## src/rtl/serial_sub_4.sv

```systemverilog
// Bit-serial ripple-borrow subtractor: diff = a - b - bin, one bit per clock.
// Operands are captured on an accepted start, then shifted LSB-first through
// a single borrow flop; the result appears on the edge that enters DONE.
module serial_sub_4 #(
  parameter int WIDTH = 4
) (
  input  logic             clk,
  input  logic             rst,
  input  logic             start,
  input  logic [WIDTH-1:0] a,
  input  logic [WIDTH-1:0] b,
  input  logic             bin,
  output logic             busy,
  output logic             done,
  output logic [WIDTH-1:0] diff,
  output logic             bout,
  output logic             ovf
);
  localparam int IW = (WIDTH > 2) ? $clog2(WIDTH) : 1;

  typedef enum logic [1:0] {IDLE, RUN, DONE} state_t;

  state_t           state_q, state_d;
  logic [WIDTH-1:0] a_sh, b_sh, work;
  logic             br, a_msb, b_msb;
  logic [IW-1:0]    idx;
  logic             d_bit, br_nx, last;

  // One full-subtractor bit slice on the current LSBs of the shift registers.
  assign d_bit = a_sh[0] ^ b_sh[0] ^ br;
  assign br_nx = (~a_sh[0] & b_sh[0]) | (~a_sh[0] & br) | (b_sh[0] & br);
  assign last  = (idx == IW'(WIDTH-1));

  assign busy = (state_q == RUN);
  assign done = (state_q == DONE);

  // State register.
  always_ff @(posedge clk) begin
    if (rst) state_q <= IDLE;
    else     state_q <= state_d;
  end

  // Next-state: DONE accepts start just like IDLE so back-to-back ops have no bubble.
  always_comb begin
    state_d = state_q;
    case (state_q)
      IDLE:    if (start) state_d = RUN;
      RUN:     if (last)  state_d = DONE;
      DONE:    state_d = start ? RUN : IDLE;
      default: state_d = IDLE;
    endcase
  end

  // Datapath: capture, per-bit shift/borrow update, and result publish on the last bit.
  always_ff @(posedge clk) begin
    if (rst) begin
      a_sh  <= '0;
      b_sh  <= '0;
      work  <= '0;
      br    <= 1'b0;
      a_msb <= 1'b0;
      b_msb <= 1'b0;
      idx   <= '0;
      diff  <= '0;
      bout  <= 1'b0;
      ovf   <= 1'b0;
    end else begin
      case (state_q)
        IDLE, DONE: begin
          if (start) begin
            a_sh  <= a;
            b_sh  <= b;
            br    <= bin;
            a_msb <= a[WIDTH-1];
            b_msb <= b[WIDTH-1];
            idx   <= '0;
          end
        end
        RUN: begin
          a_sh <= a_sh >> 1;
          b_sh <= b_sh >> 1;
          br   <= br_nx;
          work <= {d_bit, work[WIDTH-1:1]};
          idx  <= idx + 1'b1;
          if (last) begin
            // d_bit is the result MSB here; overflow needs only the captured sign bits.
            diff <= {d_bit, work[WIDTH-1:1]};
            bout <= br_nx;
            ovf  <= (a_msb ^ b_msb) & (d_bit ^ a_msb);
          end
        end
        default: ;
      endcase
    end
  end
endmodule
```

## config.mk

```make
export PLATFORM = sky130hd
export DESIGN_NAME = serial_sub_4
export DESIGN_NICKNAME = d
export VERILOG_FILES = /design/src/rtl/serial_sub_4.sv
export SDC_FILE = /design/constraint.sdc
export NUM_CORES = 1
export LEC_CHECK = 0
export ABC_AREA = 0
export ABC_CLOCK_PERIOD_IN_PS = 1900
export CAP_MARGIN = 20
export CORE_MARGIN = 2
export CORE_UTILIZATION = 25
export CTS_CLUSTER_DIAMETER = 200
export CTS_CLUSTER_SIZE = 12
export DETAILED_ROUTE_END_ITERATION = 7
export HOLD_SLACK_MARGIN = 0.05
export PLACE_DENSITY = 0.56
export SYNTH_ARGS = -nofsm -noshare
export SYNTH_HDL_FRONTEND = slang
export SYNTH_SLANG_ARGS = --single-unit
```

## constraint.sdc

```tcl
create_clock -name clk -period 1.9 [get_ports clk]
set_clock_uncertainty 0.05 [all_clocks]
set_input_delay 0.285 -clock clk [delete_from_list [all_inputs] [get_ports clk]]
set_output_delay 0.285 -clock clk [all_outputs]
set_load 0.005 [all_outputs]
```

==> results of run 1 <==
==> sequential cells by signal (all words and copies together) (netlist names) <==
| name | count |
|---|---|
| a_msb | 1 |
| a_sh | 4 |
| b_msb | 1 |
| b_sh | 4 |
| bout | 1 |
| br | 1 |
| diff | 4 |
| idx | 2 |
| ovf | 1 |
| state_q | 2 |
| work | 3 |
==> power groups by stage <==
stage | registers [uW] | logic, uW | clock network, uW
6_report | 547 | 139 | 340
2_1_floorplan | 555 | 92.7 | 0
3_3_place_gp | 559 | 138 | 0
3_5_place_dp | 560 | 141 | 0
5_1_grt | 552 | 156 | 378
4_1_cts | 548 | 141 | 352
==> routing by layer <==
metal | vias up | track usage | part of all wire
met5 | - | 0 | 0
met4 | 0 | 0.0306 | 0.0062
met3 | 2 | 0.0358 | 0.050
met2 | 18 | 0.164 | 0.46
met1 | 377 | 0.123 | 0.48
li1 | 430 | - | -
==> critical path: cells and delay by family (launching register included) <==
| family | cells | cell delay (ns) |
|---|---|---|
| buffers and inverters | 2 | 0.57 |
| flip-flops | 1 | 0.39 |
| AND/OR/NAND/NOR | 1 | 0.09 |
==> final timing paths <==
| path | end | slack, ns | cells after the start |
|---|---|---|---|
| hold reg to reg | bout | 0.41 | 2 |
| setup / recovery | busy | 0.25 | 3 |
| setup reg to reg | ovf | 0.43 | 5 |
| hold / removal | bout | 0.41 | 2 |
==> through the flow <==
step	util	cells	total power, uW	worst slack (ns)	cell area (sq um)
final	0.342	183	1030	0.247	1260
after global routing	0.342	183	1090	0.106	1260
after CTS	0.342	183	1040	0.228	1260
after detailed placement	0.327	179	701	0.332	1210
after global placement	0.327	179	697	0.365	1210
after floorplan	-	115	648	0.532	966
==> synthesized netlist by cell type <==
library cell,number,share of area
nand2b_1,2,0.013
a211oi_1,2,0.016
buf_4,1,0.0078
ha_1,1,0.013
dfxtp_1,24,0.50
nor2b_1,2,0.013
clkbuf_1,1,0.0039
a21oi_1,15,0.078
buf_2,4,0.021
inv_1,2,0.0078
buf_6,1,0.012
nand2_1,27,0.10
nor2_1,11,0.043
nand2b_2,1,0.0091
nand3_1,8,0.041
o21a_1,1,0.0078
fa_1,1,0.021
nand3b_1,2,0.016
buf_1,1,0.0039
a311oi_1,8,0.073
==> layout by cell type, fill, tap and decap left out, types with 4 or more instances in the layout <==
cell type	netlist	layout
buf_4	1	5
nand3_1	8	8
nand2_1	27	27
dfxtp_1	24	24
clkdlybuf4s50_1	0	19
a311oi_1	8	8
clkbuf_8	0	4
nor2_1	11	11
a21oi_1	15	15
==> cells by family after synthesis <==
group | synth area share
compound gates | 0.174
fa+ha+maj | 0.0337
buf+inv | 0.0557
flops | 0.497
simple gates | 0.240
==> final cells by class <==
class,count,share of cell area
flip-flops and latches,24,0.381
inverters,2,0.00595
repair buffers,24,0.180
clock buffers,4,0.0436
well taps,48,0.0476
multi-input cells,81,0.342
==> qor.yml, run 1 <==
die:
  rows: 22
  coreArea_sq_mm: 0.00369
  die_y_um: 66.2
  start_util: 0.262
  die-area_sq_mm: 0.00438
  io_pins: 20
  dieWidth_um: 66.2
worst_setup_path:
  path_cells: "nand2b_1 > inv_1 > clkdlybuf4s50_1"
  cp-end-kind: "primary output"
  arrival_ns: 1.32
  rr_startpoint: "a_sh[0]"
  slowest_delay_ns: 0.49
  critPathRequiredTime_ns: 1.56
  crit_path_top_delay_cell: "clkdlybuf4s50_1"
  startpoint: "state_q[0]"
  worst_setup_path_start_kind: "register"
  path_max_fanout: 5
  crit_type: "reg -> out"
power_and_ir_drop:
  seqPwrFrac: 0.533
  power_leakage_uw: 0.000454
  p_per_area_mw_per_mm2: 813
  swShare: 0.239
  power_frac_comb: 0.135
  vdd_drop_max_uv: 299
  internal_power_uw: 781
  clkPwrFrac: 0.331
  p_switching_uw: 245
cells_and_area:
  fill_cells: 396
  multi_input_area_sq_um: 432
  n_antenna_cell: 0
  drive_above_1_share: 0.0741
  fin_nets: 150
  regArea_sq_um: 480
  area_growth_pct: 30.7
global_route:
  grt_max_degree: 25
  grt_pass1_vias: 764
  grt_pass1_wl_um: 3370
  grt_use_total: 0.100
  grt_overflow_total: 0
  antenna_found_initial: 0
clocking:
  post_cts_buffers: 0
  htreeDepth: 1
  cts_hold_buf: 0
  cts_buffers: 3
  path_clk_slew_ns: 0.08
  cts_tree: "yes"
  cts.sinks: 24
  clockBufferDepth: 2
  clkLatencyLatePin_ns: 0.26
  cts-root-buf: "clkbuf_8"
  cts_resized: 0
worst_hold_path:
  min-delay-path-class: "reg -> reg"
  holdCritStartpoint: "bout"
sta:
  max_slew.worst_pin.slew_ns: 0.279
  finalMaxSlewViolations: 0
  report.final.hold_viol_count: 0
  rsz0062_at_grt: "no"
  relSlewSlack: 0.814
  fin_tns_setup_ns: 0
  whs_ns: 0.409
  period_needed_ns: 1.65
  setup_viol: 0
  max_freq_mhz: 605
  fin_crit_sh: 0.870
yosys:
  synth_cell_types: 20
  synthCells: 115
  ys_ff_latch: 24
  yosysWarnings: 0
  syn_area_sq_um: 966
  avgSynthCellArea_sq_um: 8.40
  syn_nets: 129
  synth_seq_area_share: 0.497
drt:
  drtIter0Drc: 21
  antenna_left: 0
  wire_per_inst_um: 10.6
  wl_um: 1940
  vias: 827
  drc: 0
  vias_per_cell: 4.52
  first_pass_iters: 4
flow_run:
  drv_cap: 0
place:
  portBuffers: 19
  routabilityCongestion: 0.742
  place_hpwl_um: 1420
status:
  outcome: "finished, final reports clean"
Note: power is estimated with default switching activity, not from simulation.
==> inputs of run 2 (changes only) <==
- CORE_UTILIZATION: 25 -> 39
- PLACE_DENSITY: 0.56 -> 0.75
==> qor.yml, run 2 (synthesized netlist as in run 1, its figures left out) <==
cells_and_area:
  fin_cells: 165
  fin_util: 0.507
  drive_above_1_share: 0.0741
  fin_nets: 150
  n_antenna_cell: 0
  area_growth_pct: 26.4
  regArea_sq_um: 480
  largestRegisters: "a_sh (4), b_sh (4), diff (4)"
  layout_commonest_cell: "nand2_1"
  multi_input_area_sq_um: 432
  fill_cells: 234
  layout_common_cells: "27 x nand2_1, 24 x dfxtp_1, 19 x clkdlybuf4s50_1"
worst_setup_path:
  path_max_fanout: 5
  arrival_ns: 1.37
  worst_setup_path_start_kind: "register"
  cp-end-kind: "primary output"
  crit_type: "reg -> out"
  critPathRequiredTime_ns: 1.56
  rrSetupSlack_ns: 0.36
clocking:
  cts_buffers: 3
  path_clk_slew_ns: 0.13
  clockBufferDepth: 2
  post_cts_buffers: 0
  cts-root-buf: "clkbuf_4"
  htreeDepth: 1
  cts_hold_buf: 0
  clkLatencyLatePin_ns: 0.30
  cts_resized: 0
  cts_tree: "yes"
  cts.sinks: 24
drt:
  drtIter0Drc: 9
  antenna_left: 0
  vias_per_cell: 4.96
  wl_um: 1860
  drc: 0
  first_pass_iters: 4
  wire_per_inst_um: 11.2
  vias: 819
sta:
  worst_slack_ns: 0.192
  fin_crit_sh: 0.899
  fin_tns_setup_ns: 0
  setup_viol: 0
  finalMaxSlewViolations: 0
  max_slew.worst_pin.slew_ns: 0.276
  period_needed_ns: 1.71
  max_freq_mhz: 586
  rsz0062_at_grt: "no"
  relSlewSlack: 0.815
  report.final.hold_viol_count: 0
global_route:
  grt_pass1_wl_um: 3160
  grt_overflow_total: 0
  grt_use_total: 0.149
  grt_pass1_vias: 696
  grt_max_degree: 25
  antenna_found_initial: 0
worst_hold_path:
  min-delay-path-class: "reg -> reg"
die:
  dieWidth_um: 53.8
  die_y_um: 53.8
  start_util: 0.401
  rows: 18
  coreArea_sq_mm: 0.00241
  io_pins: 20
  die-area_sq_mm: 0.00289
place:
  routabilityCongestion: 0.720
  dp_cells: 161
  dpl_worst_slack_ns: 0.342
  place_hpwl_um: 1340
  portBuffers: 19
power_and_ir_drop:
  clkPwrFrac: 0.276
  p_switching_uw: 233
  seqPwrFrac: 0.579
  vdd_drop_max_uv: 494
  power.total_uw: 946
  power_frac_comb: 0.145
  p_per_area_mw_per_mm2: 775
  swShare: 0.247
  power_leakage_uw: 0.000446
  internal_power_uw: 713
flow_run:
  drv_cap: 0
status:
  outcome: "finished, final reports clean"
run 2: cell counts in the layout (fill, tap and decap cells not counted):
Identical to the previous run, type by type.
run 2: cell type report:
cell class,count,share of cell area
well taps,30,0.0307
clock buffers,4,0.0297
inverters,2,0.00615
multi-input cells,81,0.353
flip-flops and latches,24,0.393
repair buffers,24,0.186
run 2: critical path, stage by stage, from the launching register on:
cell and delay [ns]:
dfxtp_1 0.41, nand2b_1 0.09, inv_1 0.08, clkdlybuf4s50_1 0.49
run 2: worst paths after layout:
| kind | startpoint | endpoint | cells after the start |
|---|---|---|---|
| worst min-delay path | bout | bout | 2 |
| worst min register to register | bout | bout | 2 |
| worst max register to register | a_sh[0] | ovf | 5 |
| worst max-delay path | state_q[0] | busy | 3 |
run 2: per-layer routing:
metal	part of all wire	GRT usage	wire length (um)	vias to the layer above
li1	-	-	-	431
met1	0.48	0.216	893	373
met2	0.48	0.228	883	15
met3	0.042	0.0250	78	0
met4	0	0.0385	0	0
met5	0	0	0	-
run 2: power groups by stage:
stage               logic [uW]  registers (uW)  clock network, uW
floorplan                 92.7             555                  0
global placement           134             558                  0
detailed placement         138             559                  0
CTS                        138             548                269
global route               157             553                286
finish                     137             548                261
run 2: per-stage QoR:
stage,hold slack [ns],cell area [sq um]
global route,0.441,1220
finish,0.419,1220
floorplan,0.307,966
CTS,0.420,1220
global placement,0.392,1180
detailed placement,0.401,1180
==> inputs of run 3 (changes only) <==
- GPL_TIMING_DRIVEN: not set -> 0
- PLACE_DENSITY: 0.75 -> not set
==> qor.yml, run 3 (synthesized netlist as in run 1, its figures left out) <==
status:
  outcome: "finished, final reports clean"
global_route:
  grt_pass1_vias: 742
  grt_max_degree: 15
  grt_overflow_total: 0
  antenna_found_initial: 0
  grt_use_total: 0.148
  grt_pass1_wl_um: 3130
sta:
  relSlewSlack: 0.710
  fin_tns_setup_ns: 0
  rsz0062_at_grt: "no"
  max_slew.worst_pin.slew_ns: 0.435
  period_needed_ns: 1.80
  fin_crit_sh: 0.947
  setup_viol: 0
  max_freq_mhz: 556
  report.final.hold_viol_count: 0
  worst_slack_ns: 0.101
  finalMaxSlewViolations: 0
worst_setup_path:
  reg2regPathDepth: 5
  cp-end-kind: "primary output"
  rrSetupSlack_ns: 0.40
  critPathRequiredTime_ns: 1.56
  reg2reg_to: "ovf"
  worst_setup_path_start_kind: "register"
  crit_type: "reg -> out"
  rr_startpoint: "a_sh[0]"
  path_max_fanout: 5
  arrival_ns: 1.46
drt:
  vias: 849
  first_pass_iters: 4
  antenna_left: 0
  wl_um: 1880
  drtIter0Drc: 16
  vias_per_cell: 5.05
  wire_per_inst_um: 11.2
  drc: 0
flow_run:
  drv_cap: 0
clocking:
  cts_tree: "yes"
  clkLatencyLatePin_ns: 0.30
  htreeDepth: 1
  cts-root-buf: "clkbuf_4"
  cts_hold_buf: 0
  cts_buffers: 3
  path_clk_slew_ns: 0.13
  cts.sinks: 24
  clockBufferDepth: 2
die:
  rows: 18
  die-area_sq_mm: 0.00289
  io_pins: 20
  coreArea_sq_mm: 0.00241
  die_y_um: 53.8
  start_util: 0.401
  dieWidth_um: 53.8
cells_and_area:
  drive_above_1_share: 0.0942
  area_growth_pct: 27.7
  fill_cells: 227
  n_antenna_cell: 0
  layout_common_cells: "27 x nand2_1, 23 x dfxtp_1, 19 x clkdlybuf4s50_1"
  layout_commonest_cell: "nand2_1"
  fin_nets: 153
  largestRegisters: "a_sh (4), b_sh (4), diff (4)"
worst_hold_path:
  hold_end: "bout"
  holdCritStartpoint: "bout"
  min-delay-path-class: "reg -> reg"
  hold_depth: 2
place:
  routabilityCongestion: 0.716
  dpl_worst_slack_ns: 0.208
  place_hpwl_um: 1410
  portBuffers: 19
power_and_ir_drop:
  p_per_area_mw_per_mm2: 774
  power_leakage_uw: 0.000450
  vdd_drop_max_uv: 485
==> run 3: cell types whose count changed in the layout (fill, tap and decap cells not counted) <==
| cell | before | now |
|---|---|---|
| buf_1 | 0 | 1 |
| inv_1 | 2 | 1 |
| buf_4 | 5 | 1 |
| clkbuf_1 | 0 | 1 |
| dfxtp_2 | 0 | 1 |
| inv_4 | 0 | 1 |
| dfxtp_1 | 24 | 23 |
| buf_6 | 0 | 1 |
| buf_2 | 0 | 4 |
==> run 3: cell type report <==
class | count | area [sq um] | area share
tap | 30 | 37.5 | 0.0304
buffer | 7 | 38.8 | 0.0314
clock buffer | 4 | 36.3 | 0.0294
multi-input combinational | 81 | 432 | 0.350
inverter | 2 | 10.0 | 0.00811
sequential | 24 | 482 | 0.390
timing repair buffer | 20 | 198 | 0.160
==> run 3: worst max-delay path, cell delays in order (launching register included) <==
cell	delay, ns
dfxtp_1	0.33
nand2b_1	0.22
inv_4	0.11
clkdlybuf4s50_1	0.49
==> run 3: how the worst max path moves through the flow <==
stage                          start  endpoint  depth (start not counted)
after floorplan              a_sh[0]       ovf                          5
after global placement    state_q[0]      busy                          4
after detailed placement  state_q[0]      busy                          4
after CTS                 state_q[1]      busy                          3
after global routing      state_q[1]      busy                          3
final                     state_q[1]      busy                          3
==> run 3: routing by layer <==
metal | vias to the layer above | wire, um | global-route usage | share of wire
met5 | - | 0 | 0 | 0
met4 | 0 | 25 | 0.0641 | 0.013
met3 | 4 | 73 | 0.0250 | 0.039
met2 | 16 | 866 | 0.252 | 0.46
met1 | 386 | 911 | 0.183 | 0.49
li1 | 443 | - | - | -
==> run 3: power breakdown <==
part | switching (uW) | internal, uW | total, uW | leakage, uW
logic | 75.6 | 67.8 | 143 | 0.000232
registers | 16.5 | 531 | 548 | 0.000196
clock network | 147 | 117 | 263 | 0.0000210
total | 239 | 716 | 955 | 0.000450
==> run 3: through the flow <==
| step | instances | util | area (sq um) | total power [uW] | hold slack (ns) |
|---|---|---|---|---|---|
| 6_report | 168 | 0.512 | 1230 | 955 | 0.416 |
| 5_1_grt | 168 | 0.512 | 1230 | 1000 | 0.432 |
| 4_1_cts | 167 | 0.509 | 1230 | 966 | 0.417 |
| 3_5_place_dp | 164 | 0.495 | 1190 | 704 | 0.399 |
| 3_3_place_gp | 164 | 0.495 | 1190 | 700 | 0.392 |
| 2_1_floorplan | 115 | - | 966 | 648 | 0.307 |
==> run 3: timing repair <==
| item | 4_1_cts | 5_1_grt |
|---|---|---|
| setup buffers | 0 | 1 |
| gates resized for setup | 3 | 0 |
| pin swaps | 0 | 0 |
| setup endpoints to repair | 1 | 1 |
| gates cloned | 0 | 0 |
